**src/rtl/pb_uart_port_arbiter.sv**
```systemverilog
// Round-robin arbiter sharing one PicoBlaze-style UART register bank between two req/ack masters.
// Optional macro PB_UART_ARB_LOCK_EN lets a requester hold the grant across back-to-back accesses.
module pb_uart_port_arbiter #(
  parameter logic [7:0] BASE_ADDRESS = 8'h00,
  parameter logic [7:0] PARK_ADDRESS = 8'hFF
) (
  input  logic       clk,
  input  logic       reset,
  input  logic       req_a,
  input  logic       we_a,
  input  logic [7:0] addr_a,
  input  logic [7:0] wdata_a,
  input  logic       lock_a,
  output logic       ack_a,
  output logic [7:0] rdata_a,
  input  logic       req_b,
  input  logic       we_b,
  input  logic [7:0] addr_b,
  input  logic [7:0] wdata_b,
  input  logic       lock_b,
  output logic       ack_b,
  output logic [7:0] rdata_b,
  output logic [7:0] port_id,
  output logic [7:0] data_out,
  output logic       write_strobe,
  output logic       read_strobe,
  input  logic [7:0] read_data,
  output logic       busy
);

  typedef enum logic [1:0] {IDLE, ISSUE, CAPTURE, ACK} state_t;

  state_t     state, state_next;
  logic       gnt;          // 0 = requester A, 1 = requester B
  logic       last_grant;
  logic       lat_we, lat_win;
  logic       grant_valid, grant_sel;
  logic       sel_we, sel_win;
  logic [7:0] sel_addr, sel_wdata;

  logic [7:0] port_id_nxt, data_out_nxt, rdata_a_nxt, rdata_b_nxt;
  logic       write_strobe_nxt, read_strobe_nxt, ack_a_nxt, ack_b_nxt, busy_nxt;

  // Offset arithmetic wraps, so the window test is a single unsigned compare.
  function automatic logic in_window(input logic [7:0] addr);
    logic [7:0] offset;
    offset = addr - BASE_ADDRESS;
    return offset < 8'd7;
  endfunction

`ifdef PB_UART_ARB_LOCK_EN
  logic lock_hold, lock_owner;
`else
  logic unused_lock;
  assign unused_lock = lock_a | lock_b;
`endif

  // NOTE: every signal written here gets a default first, so no latch is inferred.
  always_comb begin
    grant_valid = req_a | req_b;
    grant_sel   = req_b & (~req_a | ~last_grant);
`ifdef PB_UART_ARB_LOCK_EN
    if (lock_hold) begin
      grant_valid = lock_owner ? req_b : req_a;
      grant_sel   = lock_owner;
    end
`endif
  end

  assign sel_we    = grant_sel ? we_b    : we_a;
  assign sel_addr  = grant_sel ? addr_b  : addr_a;
  assign sel_wdata = grant_sel ? wdata_b : wdata_a;
  assign sel_win   = in_window(sel_addr);

  // NOTE: sequential state is assigned non-blocking so every flop samples pre-edge values.
  always_ff @(posedge clk or negedge reset) begin
    if (!reset) state <= IDLE;
    else        state <= state_next;
  end

  always_comb begin
    state_next = state;
    case (state)
      IDLE:    if (grant_valid) state_next = ISSUE;
      ISSUE:   state_next = lat_we ? ACK : CAPTURE;
      CAPTURE: state_next = ACK;
      ACK:     state_next = IDLE;
      default: state_next = IDLE;
    endcase
  end

  // Bus values are computed one cycle ahead and registered, so the window address
  // appears on port_id for exactly the ISSUE cycle.
  always_comb begin
    port_id_nxt      = PARK_ADDRESS;
    write_strobe_nxt = 1'b0;
    read_strobe_nxt  = 1'b0;
    ack_a_nxt        = 1'b0;
    ack_b_nxt        = 1'b0;
    data_out_nxt     = data_out;
    rdata_a_nxt      = rdata_a;
    rdata_b_nxt      = rdata_b;
    busy_nxt         = (state_next != IDLE);
    case (state)
      IDLE: begin
        if (grant_valid && sel_win) begin
          port_id_nxt      = sel_addr;
          write_strobe_nxt = sel_we;
          read_strobe_nxt  = ~sel_we;
          if (sel_we) data_out_nxt = sel_wdata;
        end
      end
      ISSUE: begin
        if (lat_we) begin
          ack_a_nxt = ~gnt;
          ack_b_nxt = gnt;
        end
      end
      CAPTURE: begin
        if (gnt) rdata_b_nxt = lat_win ? read_data : 8'h00;
        else     rdata_a_nxt = lat_win ? read_data : 8'h00;
        ack_a_nxt = ~gnt;
        ack_b_nxt = gnt;
      end
      default: ;
    endcase
  end

  always_ff @(posedge clk or negedge reset) begin
    if (!reset) begin
      port_id      <= PARK_ADDRESS;
      data_out     <= 8'h00;
      write_strobe <= 1'b0;
      read_strobe  <= 1'b0;
      ack_a        <= 1'b0;
      ack_b        <= 1'b0;
      rdata_a      <= 8'h00;
      rdata_b      <= 8'h00;
      busy         <= 1'b0;
    end else begin
      port_id      <= port_id_nxt;
      data_out     <= data_out_nxt;
      write_strobe <= write_strobe_nxt;
      read_strobe  <= read_strobe_nxt;
      ack_a        <= ack_a_nxt;
      ack_b        <= ack_b_nxt;
      rdata_a      <= rdata_a_nxt;
      rdata_b      <= rdata_b_nxt;
      busy         <= busy_nxt;
    end
  end

  always_ff @(posedge clk or negedge reset) begin
    if (!reset) begin
      gnt        <= 1'b0;
      last_grant <= 1'b1;
      lat_we     <= 1'b0;
      lat_win    <= 1'b0;
`ifdef PB_UART_ARB_LOCK_EN
      lock_hold  <= 1'b0;
      lock_owner <= 1'b0;
`endif
    end else begin
      if (state == IDLE && grant_valid) begin
        gnt     <= grant_sel;
        lat_we  <= sel_we;
        lat_win <= sel_win;
      end
      if (state == ACK) begin
        last_grant <= gnt;
`ifdef PB_UART_ARB_LOCK_EN
        lock_hold  <= gnt ? lock_b : lock_a;
        lock_owner <= gnt;
`endif
      end
    end
  end

endmodule

```
**config.mk**
```make
export PLATFORM = sky130hd
export DESIGN_NAME = pb_uart_port_arbiter
export DESIGN_NICKNAME = d
export VERILOG_FILES = /design/src/rtl/pb_uart_port_arbiter.sv
export SDC_FILE = /design/constraint.sdc
export NUM_CORES = 1
export LEC_CHECK = 0
export BUFFER_PORTS_ARGS = -buffer_cell sky130_fd_sc_hd__buf_2
export CELL_PAD_IN_SITES_DETAIL_PLACEMENT = 1
export CELL_PAD_IN_SITES_GLOBAL_PLACEMENT = 2
export CORE_MARGIN = 2
export CORE_UTILIZATION = 29
export DETAILED_ROUTE_END_ITERATION = 6
export PLACE_DENSITY = 0.88
export SYNTH_ARGS = -nofsm -noshare
export SYNTH_HDL_FRONTEND = slang
export SYNTH_SLANG_ARGS = --single-unit
```
**constraint.sdc**
```tcl
create_clock -name clk -period 4.38 [get_ports clk]
set_input_delay 0.657 -clock clk [delete_from_list [all_inputs] [get_ports clk]]
set_output_delay 0.657 -clock clk [all_outputs]
set_load 0.05 [all_outputs]
```
Word level (Yosys, flattened, before mapping)
Cells that the tools add are included.
{"block": "classes", "bitwise": 7, "n_eq_ne": 3, "order_cmp": 1, "n_reduce_logical": 7, "mux": 17}
{"operator": "$mux W8", "count": 5}
{"operator": "$lt A8 B3 Y1 const B", "count": 1}
{"operator": "$mux W1", "count": 8}
{"operator": "$pmux W2 S4", "count": 1}
{"operator": "$eq A2 B2 Y1 const B", "count": 2}
{"operator": "$not A1 Y1", "count": 4}
{"operator": "$pmux W1 S2", "count": 2}
{"operator": "$reduce_and A2 Y1", "count": 2}
{"operator": "$reduce_and A3 Y1", "count": 1}
{"operator": "$eq A2 B1 Y1 const B", "count": 1}
{"operator": "$logic_and A1 B1 Y1", "count": 2}
{"operator": "$logic_not A2 Y1", "count": 1}
{"operator": "$mux W2", "count": 1}
{"operator": "$or A1 B1 Y1", "count": 2}
{"operator": "$reduce_bool A2 Y1", "count": 1}
{"operator": "$and A1 B1 Y1", "count": 1}
{"block": "word_totals", "word_cells": 49, "in_bits": 48, "reg_bits": 43, "output_inout_bits": 37}

Longest topological paths before layout
{"block": "logic_depth", "word_depth": 8, "mapped_depth": 6, "depth_no_buf": 6}

Worst setup path after synthesis
Ideal clock, no wire load.
{"block": "synth_path", "kind": "in2reg", "startpoint": "in addr_a[6]", "endpoint": "reg data_out[0]", "required_ps": 4255, "cell_stages": 4, "n_path_buf": 0, "arrival_ps": 2295, "path_slack_ps": 1960, "setup_time_ps": 125, "path_cell_list": "or4_1 -> a311o_2 -> a211oi_4 -> mux2_2"}
{"block": "synth_via", "elab_chain_len": 4}
{"item": "start, declared", "line_no": "11", "source": "input logic [7:0] addr_a,"}
{"item": "$mux W8", "line_no": "71", "source": "assign sel_addr = grant_sel ? addr_b : addr_a;"}
{"item": "$lt A8 B3 Y1", "line_no": "48", "source": "return offset < 8'd7;"}
{"item": "$logic_and A1 B1 Y1", "line_no": "106", "source": "if (grant_valid && sel_win) begin"}
{"item": "$reduce_and A3 Y1 (no line)"}
{"item": "end signal, assigned", "line_no": "142", "source": "data_out <= data_out_nxt;"}
{"item": "end, declared", "line_no": "24", "source": "output logic [7:0] data_out,"}
Every way passes these cells.
A chain may end at the register's enable or synchronous reset.

Worst setup path after layout
{"block": "layout_path", "startpoint": "in req_a", "endpoint": "reg data_out[4]"}
{"block": "layout_via", "elab_chain_len": 7, "elab_cells_between_ends": 10, "cone_classes": "order compare (1); mux (3); bitwise (4); reduce/logical (2)"}
{"item": "start, declared", "line_no": "9", "source": "input logic req_a,"}
{"item": "$not A1 Y1", "line_no": "61", "source": "grant_sel = req_b & (~req_a | ~last_grant);"}
{"item": "$or A1 B1 Y1", "line_no": "61"}
{"item": "$and A1 B1 Y1", "line_no": "61"}
{"item": "$mux W8", "line_no": "71"}
{"item": "$lt A8 B3 Y1", "line_no": "48"}
{"item": "$logic_and A1 B1 Y1", "line_no": "106"}
{"item": "$reduce_and A3 Y1 (no line)"}
Parallel ways exist; a longest one is shown, timed or not.

==> flow_metrics.tcl <==
set metrics [dict create \
    p_clk_share_pct 20.0 \
    clockBufferDepth 2 \
    p_leak_nw 1.19 \
    worstPathArrival_ns 2.97 \
    finalSetupTns_ns 0 \
    avgSynthCellArea_um2 11.7 \
    detail-route-antenna-nets 0 \
    synth_flop_cell "dfrtp_1" \
    final_max_slew_viol_count 0 \
    nFillCells 700 \
    peakVddDrop_uv 197 \
    worst_setup_path_end_kind "flip-flop" \
    ys_types 27 \
    cts_tree "done" \
    max_freq_mhz 359 \
    via_count 1430 \
    netSwitchingFraction_pct 41.9 \
    ff2ff_path_depth 4 \
    diodes 0 \
    drive_gt1_share_pct 52.3 \
    rsz0062_at_grt "false" \
    finalWirelength_um 4210 \
    pwr-share-seq_pct 42.1 \
    finalClockSkew_ns 0.00741 \
    drv_cap 0 \
    use_met1_pct 14.3 \
    grt_pass1_wl_um 7220 \
    synth_top_area_share_pct 47.1 \
    start_kind "primary input" \
    postSynthCellCount 154 \
    die_area_mm2 0.00688 \
    ys_top_cells_by_area "dfrtp_1 (47%), dfstp_2 (13%), mux2_2 (11%)" \
    synth-edff-count 0 \
    min_path_cells 2 \
    portBuffers 82 \
    most-common-layout-cells "buf_2 (82), dfrtp_1 (34), nand2_1 (31)" \
    io-pin-count 85 \
    final_core_utilization_pct 39.8 \
    syn_area_mm2 0.00181 \
    ctsHoldBuffers 0 \
    drt-initial-drc-count 26 \
    power_density_mw_per_mm2 521 \
    hold_path.startpoint "rdata_a[7]" \
    cts_root_buffer "clkbuf_8" \
    dp_hpwl_um 3250 \
    busiest_layer "met2" \
    reg2reg_slack_ns 1.73 \
    path_class "primary input to flip-flop" \
    area_growth_pct 31.8 \
    stdcell_count 314 \
    wl_per_cell_um 13.4 \
    antenna_found_initial 0 \
    tightest_slew_ns 0.922 \
    critPathRequiredTime_ns 4.56 \
    outcome "finished clean" \
    comb_power_share_pct 37.9 \
    slew_headroom_pct 38.2 \
    cell_internal_pwr_uw 722 \
    worst_hold_path_type "flip-flop to flip-flop" \
    cts_sinks 43 \
    grt_pass1_vias 1617 \
    core_mm2 0.00599 \
    cts_setup_buffers 0 \
    layout_commonest_cell "buf_2" \
    syn-num-nets 206 \
    grtUsageTotal_pct 12.8 \
    yosys_warnings 0 \
    postLayoutSetupSlackWorst_ns 1.60 \
    synth_top_area_cell "dfrtp_1" \
    path_max_fanout 19 \
    r2r-end "data_out[4]" \
    grt_overflow_total 0 \
    r2r-start "last_grant" \
    setup_viol 0 \
    gp_congestion 0.690 \
    numCtsBuffers 5 \
    cts_resized 0 \
    post_dp_cell_area_mm2 0.00229 \
    hold_end "rdata_a[7]" \
    grt_util_met3_pct 3.78 \
    fin_nets 290 \
    grt_max_degree 44 \
    met2_usage_pct 23.2 \
    yosysSeqAreaShare_pct 60.1 \
    die_y_um 83.0 \
    final_area_mm2 0.00238 \
    drcViolationCount 0 \
    num_rows 28 \
    fp.dieW_um 83.0 \
    hold_viol 0 \
    firstDrtPassIters 3 \
    synth-async-reset-ratio_pct 100 \
    p_sw_uw 520 \
    clock_latency_ns 0.29 \
    h-tree-depth 2 \
    ys_ff_latch 43 \
    period_needed_ns 2.78 \
    dp.cells 306 \
    start_util_pct 30.2 \
    finalCritPeriodShare_pct 63.6 \
    viasPerCell 4.55 \
    pre_cts_ws_ns 1.19 \
    clk_pin_slew_ns 0.09 \
]
[stage by stage]
| step | power [mW] | hold slack, ns |
|---|---|---|
| 3_3_place_gp | 0.997 | 0.461 |
| 4_1_cts | 1.26 | 0.484 |
| 3_5_place_dp | 1.01 | 0.466 |
| 2_1_floorplan | 0.875 | 0.361 |
| 5_1_grt | 1.33 | 0.505 |
| 6_report | 1.24 | 0.475 |
[registers in the layout (all words and copies together), names as in the netlist, 2 cells and up]
| register | flops |
|---|---|
| data_out | 8 |
| port_id | 8 |
| rdata_a | 8 |
| rdata_b | 8 |
| state | 2 |
[Yosys cell counts (all sizes together) (2+ instances only)]
| master | number |
|---|---|
| nor2 | 3 |
| inv | 4 |
| dfrtp | 34 |
| a21o | 6 |
| mux2 | 17 |
| nand2 | 31 |
| ha | 4 |
| nand3 | 2 |
| a211o | 3 |
| clkbuf | 4 |
| o21ai | 19 |
| nor2b | 5 |
| dfstp | 9 |
[power by group through the flow]
| stage | clock network (mW) | registers, mW | logic (mW) |
|---|---|---|---|
| after floorplan | 0 | 0.697 | 0.179 |
| after global placement | 0 | 0.529 | 0.468 |
| after detailed placement | 0 | 0.534 | 0.479 |
| after CTS | 0.259 | 0.526 | 0.479 |
| after global routing | 0.278 | 0.537 | 0.515 |
| final | 0.249 | 0.523 | 0.470 |
[layout make-up]
class	count	area [µm²]	share of cell area (%)
clock buffer	5	68.8	2.89
sequential	43	1090	45.6
tap	75	93.8	3.94
clock inverter	3	20.0	0.840
timing repair buffer	82	410	17.2
multi-input combinational	102	687	28.8
inverter	4	15.0	0.630
[metal layers]
layer  up-vias  share of wire [%]  routed length [µm]
li1        691                  -                   -
met5         -                  0                   0
met1       683                 40                1680
met2        51                 52                2170
met3         5                7.5                 314
met4         0                1.0                  43
[cell families (layout without fill, tap and decap cells)]
kind of cell,Yosys count,in the layout,synth area share [%]
AOI/OAI and AO/OA,33,33,12.5
adders and majority gates,4,4,2.77
buffers and inverters,9,94,2.08
DFF,43,43,60.1
muxes,18,18,11.1
and+or+nand+nor,47,47,11.4
[worst max-delay path: stages]
cell      delay (ns)
buf_2           0.12
a21boi_2        0.73
nand3_1         0.44
a211oi_4        0.61
mux2_2          0.40
[worst max-delay path by stage]
| stage | startpoint | cells past startpoint | end |
|---|---|---|---|
| global route | req_a | 5 | data_out[6] |
| floorplan | addr_a[6] | 4 | data_out[0] |
| detailed placement | req_a | 5 | data_out[4] |
| global placement | req_a | 5 | data_out[4] |
| finish | req_a | 5 | data_out[4] |
| CTS | req_a | 5 | data_out[4] |
(Power assumes the default switching activity.)
